===== config.mk =====
export PLATFORM = sky130hd
export DESIGN_NAME = ex_muldiv_unit
export DESIGN_NICKNAME = d
export VERILOG_FILES = /design/src/rtl/ex_muldiv_unit.sv
export SDC_FILE = /design/constraint.sdc
export NUM_CORES = 2
export LEC_CHECK = 0
export BUFFER_PORTS_ARGS = -buffer_cell sky130_fd_sc_hd__buf_2
export CAP_MARGIN = 20
export CORE_MARGIN = 3
export CORE_UTILIZATION = 65
export DETAILED_ROUTE_END_ITERATION = 8
export PLACE_DENSITY = 0.83
export SYNTH_ARGS = -nofsm -noshare
export SYNTH_HDL_FRONTEND = slang
export SYNTH_SLANG_ARGS = --single-unit

===== constraint.sdc =====
create_clock -name clk -period 13.1 [get_ports clk]
set_input_delay 0.655 -clock clk [delete_from_list [all_inputs] [get_ports clk]]
set_output_delay 0.655 -clock clk [all_outputs]
set_load 0.05 [all_outputs]

===== src/rtl/ex_muldiv_unit.sv =====
// EX-stage multi-cycle MULT/MULTU/DIV/DIVU unit: pipelined multiplier, radix-2 restoring divider, held HI/LO result.
// Optional MULDIV_EARLY_OUT_EN: single-cycle division when the divisor is 0 or |opa| < |opb|.
module ex_muldiv_unit #(
  parameter int DATA_W     = 32,
  parameter int MUL_STAGES = 2
) (
  input  logic              clk,
  input  logic              rst,
  input  logic              req_valid,
  input  logic [1:0]        req_op,
  input  logic [DATA_W-1:0] opa,
  input  logic [DATA_W-1:0] opb,
  input  logic              annul,
  input  logic              res_ack,
  output logic              stallreq,
  output logic              res_valid,
  output logic [DATA_W-1:0] res_hi,
  output logic [DATA_W-1:0] res_lo,
  output logic              div_zero
);
  localparam int CNT_W = $clog2(DATA_W) + 1;
  localparam logic [CNT_W-1:0] CNT_ONE  = CNT_W'(1);
  localparam logic [CNT_W-1:0] MUL_LAST = CNT_W'(MUL_STAGES - 1);
  localparam logic [CNT_W-1:0] DIV_LAST = CNT_W'(DATA_W - 1);

  typedef enum logic [1:0] {S_IDLE, S_MUL, S_DIV, S_DONE} state_t;

  state_t              state_q, state_d;
  logic [CNT_W-1:0]    cnt_q, cnt_d;
  logic [DATA_W-1:0]   opa_q, divb_q;
  logic [DATA_W-1:0]   rem_q, rem_d, quo_q, quo_d;
  logic                neg_q, rneg_q, dz_q;
  logic [DATA_W-1:0]   res_hi_q, res_hi_d, res_lo_q, res_lo_d;
  logic                div_zero_q, div_zero_d;
  logic [2*DATA_W-1:0] pipe_q [MUL_STAGES];
  logic [MUL_STAGES-1:0] pvld_q;

  logic                sgn, a_neg, b_neg, accept;
  logic [DATA_W-1:0]   a_abs, b_abs;
  logic [2*DATA_W-1:0] mul_prod, mul_res;
  logic [DATA_W:0]     rem_sh, rem_diff;
  logic [DATA_W-1:0]   rem_n, quo_n;
  logic                div_last;

  assign sgn    = ~req_op[0];
  assign a_neg  = sgn & opa[DATA_W-1];
  assign b_neg  = sgn & opb[DATA_W-1];
  assign a_abs  = a_neg ? -opa : opa;
  assign b_abs  = b_neg ? -opb : opb;
  assign accept = (state_q == S_IDLE) & req_valid & ~annul;

  assign stallreq  = ~annul & (accept | (state_q == S_MUL) | (state_q == S_DIV));
  assign res_valid = (state_q == S_DONE);
  assign res_hi    = res_hi_q;
  assign res_lo    = res_lo_q;
  assign div_zero  = div_zero_q;

  // Magnitude product enters the pipe on accept; sign is applied on the way out.
  assign mul_prod = {{DATA_W{1'b0}}, a_abs} * {{DATA_W{1'b0}}, b_abs};
  assign mul_res  = neg_q ? -pipe_q[MUL_STAGES-1] : pipe_q[MUL_STAGES-1];

  assign rem_sh   = {rem_q, quo_q[DATA_W-1]};
  assign rem_diff = rem_sh - {1'b0, divb_q};
  assign rem_n    = rem_diff[DATA_W] ? rem_sh[DATA_W-1:0] : rem_diff[DATA_W-1:0];
  assign quo_n    = {quo_q[DATA_W-2:0], ~rem_diff[DATA_W]};

`ifdef MULDIV_EARLY_OUT_EN
  logic early_q;
  assign div_last = (cnt_q == DIV_LAST) | early_q;
`else
  assign div_last = (cnt_q == DIV_LAST);
`endif

  always_comb begin
    state_d    = state_q;
    cnt_d      = cnt_q;
    rem_d      = rem_q;
    quo_d      = quo_q;
    res_hi_d   = res_hi_q;
    res_lo_d   = res_lo_q;
    div_zero_d = div_zero_q;
    unique case (state_q)
      S_IDLE: begin
        if (accept) begin
          state_d    = req_op[1] ? S_DIV : S_MUL;
          cnt_d      = '0;
          rem_d      = '0;
          quo_d      = a_abs;
          div_zero_d = 1'b0;
        end
      end
      S_MUL: begin
        cnt_d = cnt_q + CNT_ONE;
        if (cnt_q == MUL_LAST) begin
          state_d = S_DONE;
          if (pvld_q[MUL_STAGES-1]) {res_hi_d, res_lo_d} = mul_res;
        end
      end
      S_DIV: begin
        cnt_d = cnt_q + CNT_ONE;
        rem_d = rem_n;
        quo_d = quo_n;
        if (div_last) begin
          state_d    = S_DONE;
          div_zero_d = dz_q;
          if (dz_q) begin
            res_hi_d = opa_q;
            res_lo_d = '1;
          end
`ifdef MULDIV_EARLY_OUT_EN
          else if (early_q) begin
            res_hi_d = opa_q;
            res_lo_d = '0;
          end
`endif
          else begin
            res_lo_d = neg_q  ? -quo_n : quo_n;
            res_hi_d = rneg_q ? -rem_n : rem_n;
          end
        end
      end
      S_DONE: begin
        if (res_ack) state_d = S_IDLE;
      end
      default: state_d = S_IDLE;
    endcase
    // A flush discards the operation and leaves the previous result untouched.
    if (annul) begin
      state_d    = S_IDLE;
      cnt_d      = '0;
      res_hi_d   = res_hi_q;
      res_lo_d   = res_lo_q;
      div_zero_d = div_zero_q;
    end
  end

  always_ff @(posedge clk) begin
    if (rst) begin
      state_q    <= S_IDLE;
      cnt_q      <= '0;
      rem_q      <= '0;
      quo_q      <= '0;
      opa_q      <= '0;
      divb_q     <= '0;
      neg_q      <= 1'b0;
      rneg_q     <= 1'b0;
      dz_q       <= 1'b0;
      res_hi_q   <= '0;
      res_lo_q   <= '0;
      div_zero_q <= 1'b0;
`ifdef MULDIV_EARLY_OUT_EN
      early_q    <= 1'b0;
`endif
    end else begin
      state_q    <= state_d;
      cnt_q      <= cnt_d;
      rem_q      <= rem_d;
      quo_q      <= quo_d;
      res_hi_q   <= res_hi_d;
      res_lo_q   <= res_lo_d;
      div_zero_q <= div_zero_d;
      if (accept) begin
        opa_q   <= opa;
        divb_q  <= b_abs;
        neg_q   <= a_neg ^ b_neg;
        rneg_q  <= a_neg;
        dz_q    <= (opb == '0);
`ifdef MULDIV_EARLY_OUT_EN
        early_q <= (b_abs == '0) | (a_abs < b_abs);
`endif
      end
    end
  end

  always_ff @(posedge clk) begin
    if (rst || annul) begin
      pvld_q <= '0;
    end else begin
      pvld_q[0] <= accept & ~req_op[1];
      for (int i = 1; i < MUL_STAGES; i++) pvld_q[i] <= pvld_q[i-1];
    end
  end

  always_ff @(posedge clk) begin
    if (accept) pipe_q[0] <= mul_prod;
    for (int i = 1; i < MUL_STAGES; i++) pipe_q[i] <= pipe_q[i-1];
  end
endmodule

Word level (Yosys, flattened, before mapping)
Memory sizes are Yosys's and may differ from the RTL's.
Cells that the tools add are included.
Operators by class
  add/subtract/negate cells: 7
  multipliers: 1
  eq/ne operators: 10
  multiplexer cells: 33
  bitwise logic cells: 13
  reductions and logical operators: 13
Operators by type and width (count)
  32-bit 2-to-1 mux: 15
  32-bit case mux with 2 select lines: 4
  32-bit negator: 4
  32-bit by 32-bit multiplier with 64-bit output: 1
  64-bit 2-to-1 mux: 1
  64-bit negator: 1
  33-bit by 32-bit subtractor with 33-bit output: 1
  32-bit logical NOT: 1
  6-bit case mux with 2 select lines: 1
  2-bit 2-to-1 mux: 5
  2-bit inequality test (second input constant): 4
  2-bit case mux with 4 select lines: 1
  4-bit AND reduction: 2
  6-bit by 1-bit adder with 6-bit output (second input constant): 1
  1-bit AND: 6
  6-bit by 1-bit equality test with 1-bit output (second input constant): 1
  6-bit by 5-bit equality test with 1-bit output (second input constant): 1
  6-bit 2-to-1 mux: 1
  2-bit nonzero test: 3
  5-bit AND reduction: 1
  2-bit equality test (second input constant): 2
  1-bit 2-to-1 mux: 4
  1-bit NOT: 4
  2-bit AND reduction: 2
  8 further kinds: 10
Storage, ports and cells
  register bits after elaboration: 206
  bits in writable memories: 128
  input bits: 71
  output and inout bits: 67
  logic and storage cells: 91
  memories kept: 1
Memories
  pipe_q: depth 2, width 64, read ports 2, clocked after Yosys merged registers in 0, write ports 2, RTL line 35  | logic [2*DATA_W-1:0] pipe_q [MUL_STAGES];

Logic depth before layout (Yosys ltp)
  depth after elaboration: 7
  gate-level depth with buffers: 40
  depth with buffers taken out: 38

Worst setup path after synthesis
OpenSTA, ideal clock, no wires.
  kind: input -> register
  start point: input port opa[0]
  end point: memory pipe_q[0][59] in the netlist's numbering (data pin)
  library setup time: 258 ps
  arrival time: 9878 ps
  required time: 12842 ps
  slack: 2964 ps
  stages on the path: 35
  buffers on the path: 3
  path through: inv_1 > buf_1 > ha_1 > nand2_1 > nor4_1 > nand3_1 > nor3_1 > nor2_1 > xnor2_1 > clkbuf_1 > nor2_1 > fa_1 > fa_1 > fa_1 > inv_1 > fa_1 > inv_1 > fa_1 > fa_1 > fa_1 > inv_1 > fa_1 > inv_1 > ha_1 > clkbuf_1 > nand4_1 > or2_2 > or4_1 > o22ai_1 > a31oi_1 > o21ai_0 > nand4_1 > o21bai_1 > a21oi_1 > xnor2_1
RTL lines
  start: declaration: RTL line 11  | input logic [DATA_W-1:0] opa,
  end: declaration: RTL line 35

==> impl_metrics.toml <==
[min_path]
holdPathEnd = "pvld_q[0]"
hold_path_startpoint = "req_op[1]"
worstHoldPathType = "input pin to flop"
whs_path_depth = 2

[sta]
min_period_ns = 11.53
finalCritPeriodShare = 0.880
finalSetupTns_ns = 0
finalMaxSlewViolations = 0
worst_pin_slew_ns = 1.25
fmaxAchievable_mhz = 86.8
timing.slew.headroom = 0.166
final_hold_viol_count = 0
rsz0062_at_grt = "false"
clock_skew_ns = 0.0380
setup_viol = 0

[worst_setup_path]
r2r_end = "res_lo[26]"
crit_top_cell = "fa_1"
max_stage_delay_ns = 0.74
r2r_cells = 23
critPathArrivalTime_ns = 11.84
crit_required_ns = 13.41
slowest_stage = "nor4_1"
critPathKind = "input pin to flop"
crit_start = "opa[0]"
startpoint_type = "input pin"
timing.rr.start = "quo_q[31]"
cp_max_fo = 14
end_kind = "flop"
rrSetupSlack_ns = 6.11

[logic_synthesis]
dominantRegCellSynth = "dfxtp_1"
postSynthCellCount = 5934
syn_avg_cell_area_um2 = 8.48
ys_warn_count = 0
synth_seq_cells = 334
synth_nets = 7208
synth_area_mm2 = 0.0503
async_flop_share = 0
seq_area_frac_synth = 0.146
ys_types = 76
synth_enable_flop_cells = 64

[status]
status = "completed"

[floorplan]
boundaryPins = 138
rows = 101
die_w_um = 284
core_area_mm2 = 0.0763
initial_core_util = 0.659
die_h_um = 284
dieArea_mm2 = 0.0808

[drt]
wl_per_cell_um = 25.4
ant_nets = 0
drc = 0
drtIter0Drc = 5371
vias = 44700
via_per_inst = 6.36
routed_wl_um = 179000
dr.pass1.iters = 7

[clock_network]
clkLatencyLatePin_ns = 0.57
cts_setup_buffers = 0
cts.sinks = 334
hold_buffers = 0
clkTransAtPathRegs_ns = 0.06
cts-resized-gates = 0
root_buffer = "clkbuf_16"
cts_made_buffers = 34
cts_tree = "built"
clockBufferDepth = 3
htreeDepth = 2

[placement]
dp_cells = 6955
gp_congestion = 1.04
dpl.hpwl_um = 140000
portBuffers = 137

[grt]
grt_usage = 0.446
antenna_found_initial = 12
grt-ovfl-total = 0
grt_pass1_vias = 45600
grt_max_degree = 94
grt_pass1_wl_um = 271000

[job]
max-cap-violations = 0

[final_layout]
final_cell_count_no_fill = 7035
drive_gt1_frac = 0.0788
synthToLayoutAreaGrowth_pct = 7.54
fin_nets = 7241
==> cell type report <==
class	count	area, um2
antenna	13	32.5
clock buffer	43	925
clock inverter	18	186
fill	6023	22200
inverter	958	3600
multi-input combinational	4337	38800
sequential	334	7330
tap	1030	1290
timing repair buffer	302	1960
==> flip-flops by register name, summed over array words and instances, names as in the netlist, 2 cells and up <==
signal and flops:
res_lo 32, quo_q 32, cnt_q 6, rem_q 32, divb_q 32, state_q 2
pipe_q 128, pvld_q 2, res_hi 32, opa_q 32
==> worst max-delay path by stage <==
| stage | end | slack [ns] | depth (start not counted) |
|---|---|---|---|
| final | pipe_q[0][59] | 1.57 | 35 |
| after global routing | pipe_q[0][59] | 1.20 | 34 |
| after CTS | pipe_q[0][61] | 1.97 | 34 |
| after detailed placement | pipe_q[0][61] | 1.40 | 32 |
| after global placement | pipe_q[0][62] | 1.58 | 34 |
| after floorplan | pipe_q[0][59] | 2.96 | 35 |
==> placed cells by master (no fill, tap or decap), drive strengths merged, types with 58 or more instances in the layout <==
cell,netlist,layout
a211oi,61,61
a21o,58,58
a21oi,267,267
buf,24,302
dfxtp,270,270
edfxtp,64,64
fa,897,897
ha,306,306
inv,958,963
nand2,797,797
nor2,824,824
nor3,90,90
o21ai,163,163
xnor2,177,177
xor2,106,106
==> cells by family (layout without fill, tap and decap cells) <==
family | Yosys count | after routing | synth area share
AO/OA/AOI/OAI | 836 | 836 | 0.106
other | 0 | 13 | 0
XOR/XNOR | 283 | 283 | 0.0492
multiplexers | 26 | 26 | 0.00599
flip-flops | 334 | 334 | 0.146
AND/OR/NAND/NOR | 1989 | 1989 | 0.166
buffers and inverters | 1263 | 1321 | 0.0942
adder cells (fa/ha/maj) | 1203 | 1203 | 0.433
==> critical path: cells and delay by family <==
kind | cells | cell delay (ns)
AOI/OAI and AO/OA | 8 | 2.15
and+or+nand+nor | 8 | 2.83
adders and majority gates | 10 | 4.61
buffers and inverters | 7 | 0.76
xor gates and xnor gates | 2 | 0.82
==> cells in the mapped netlist (29+ instances only) <==
master / count / area (um2)
nand3_1: 30 / 150
nand2_1: 797 / 2990
nor4_1: 33 / 206
clkbuf_1: 281 / 1050
xor2_1: 106 / 928
nor3_1: 90 / 450
xnor2_1: 177 / 1550
nand2b_1: 38 / 238
o21ai_0: 159 / 796
inv_1: 956 / 3590
nor2_1: 824 / 3090
a211oi_1: 61 / 458
a21oi_1: 267 / 1340
edfxtp_1: 64 / 1920
o31ai_1: 36 / 270
o211ai_1: 33 / 248
ha_1: 306 / 3830
dfxtp_1: 270 / 5410
or3_1: 29 / 181
a21o_1: 58 / 435
fa_1: 897 / 18000
==> per-layer routing <==
metal	track usage	up-vias	share of wire
li1	-	18700	-
met1	0.559	21700	0.34
met2	0.672	3347	0.43
met3	0.147	954	0.15
met4	0.274	12	0.083
met5	0	-	0.00055
==> through the flow <==
stage	hold slack [ns]	utilization	instance area [um2]	worst slack, ns
global route	0.326	0.709	54100	1.20
floorplan	0.323	-	50300	2.96
global placement	0.325	0.693	52900	1.58
CTS	0.313	0.708	54000	1.97
detailed placement	0.327	0.693	52900	1.40
finish	0.323	0.709	54100	1.57
Power is left out: the tool's default activity adds up to more than one toggle a clock period on the data nets, which glitch-free logic cannot reach.
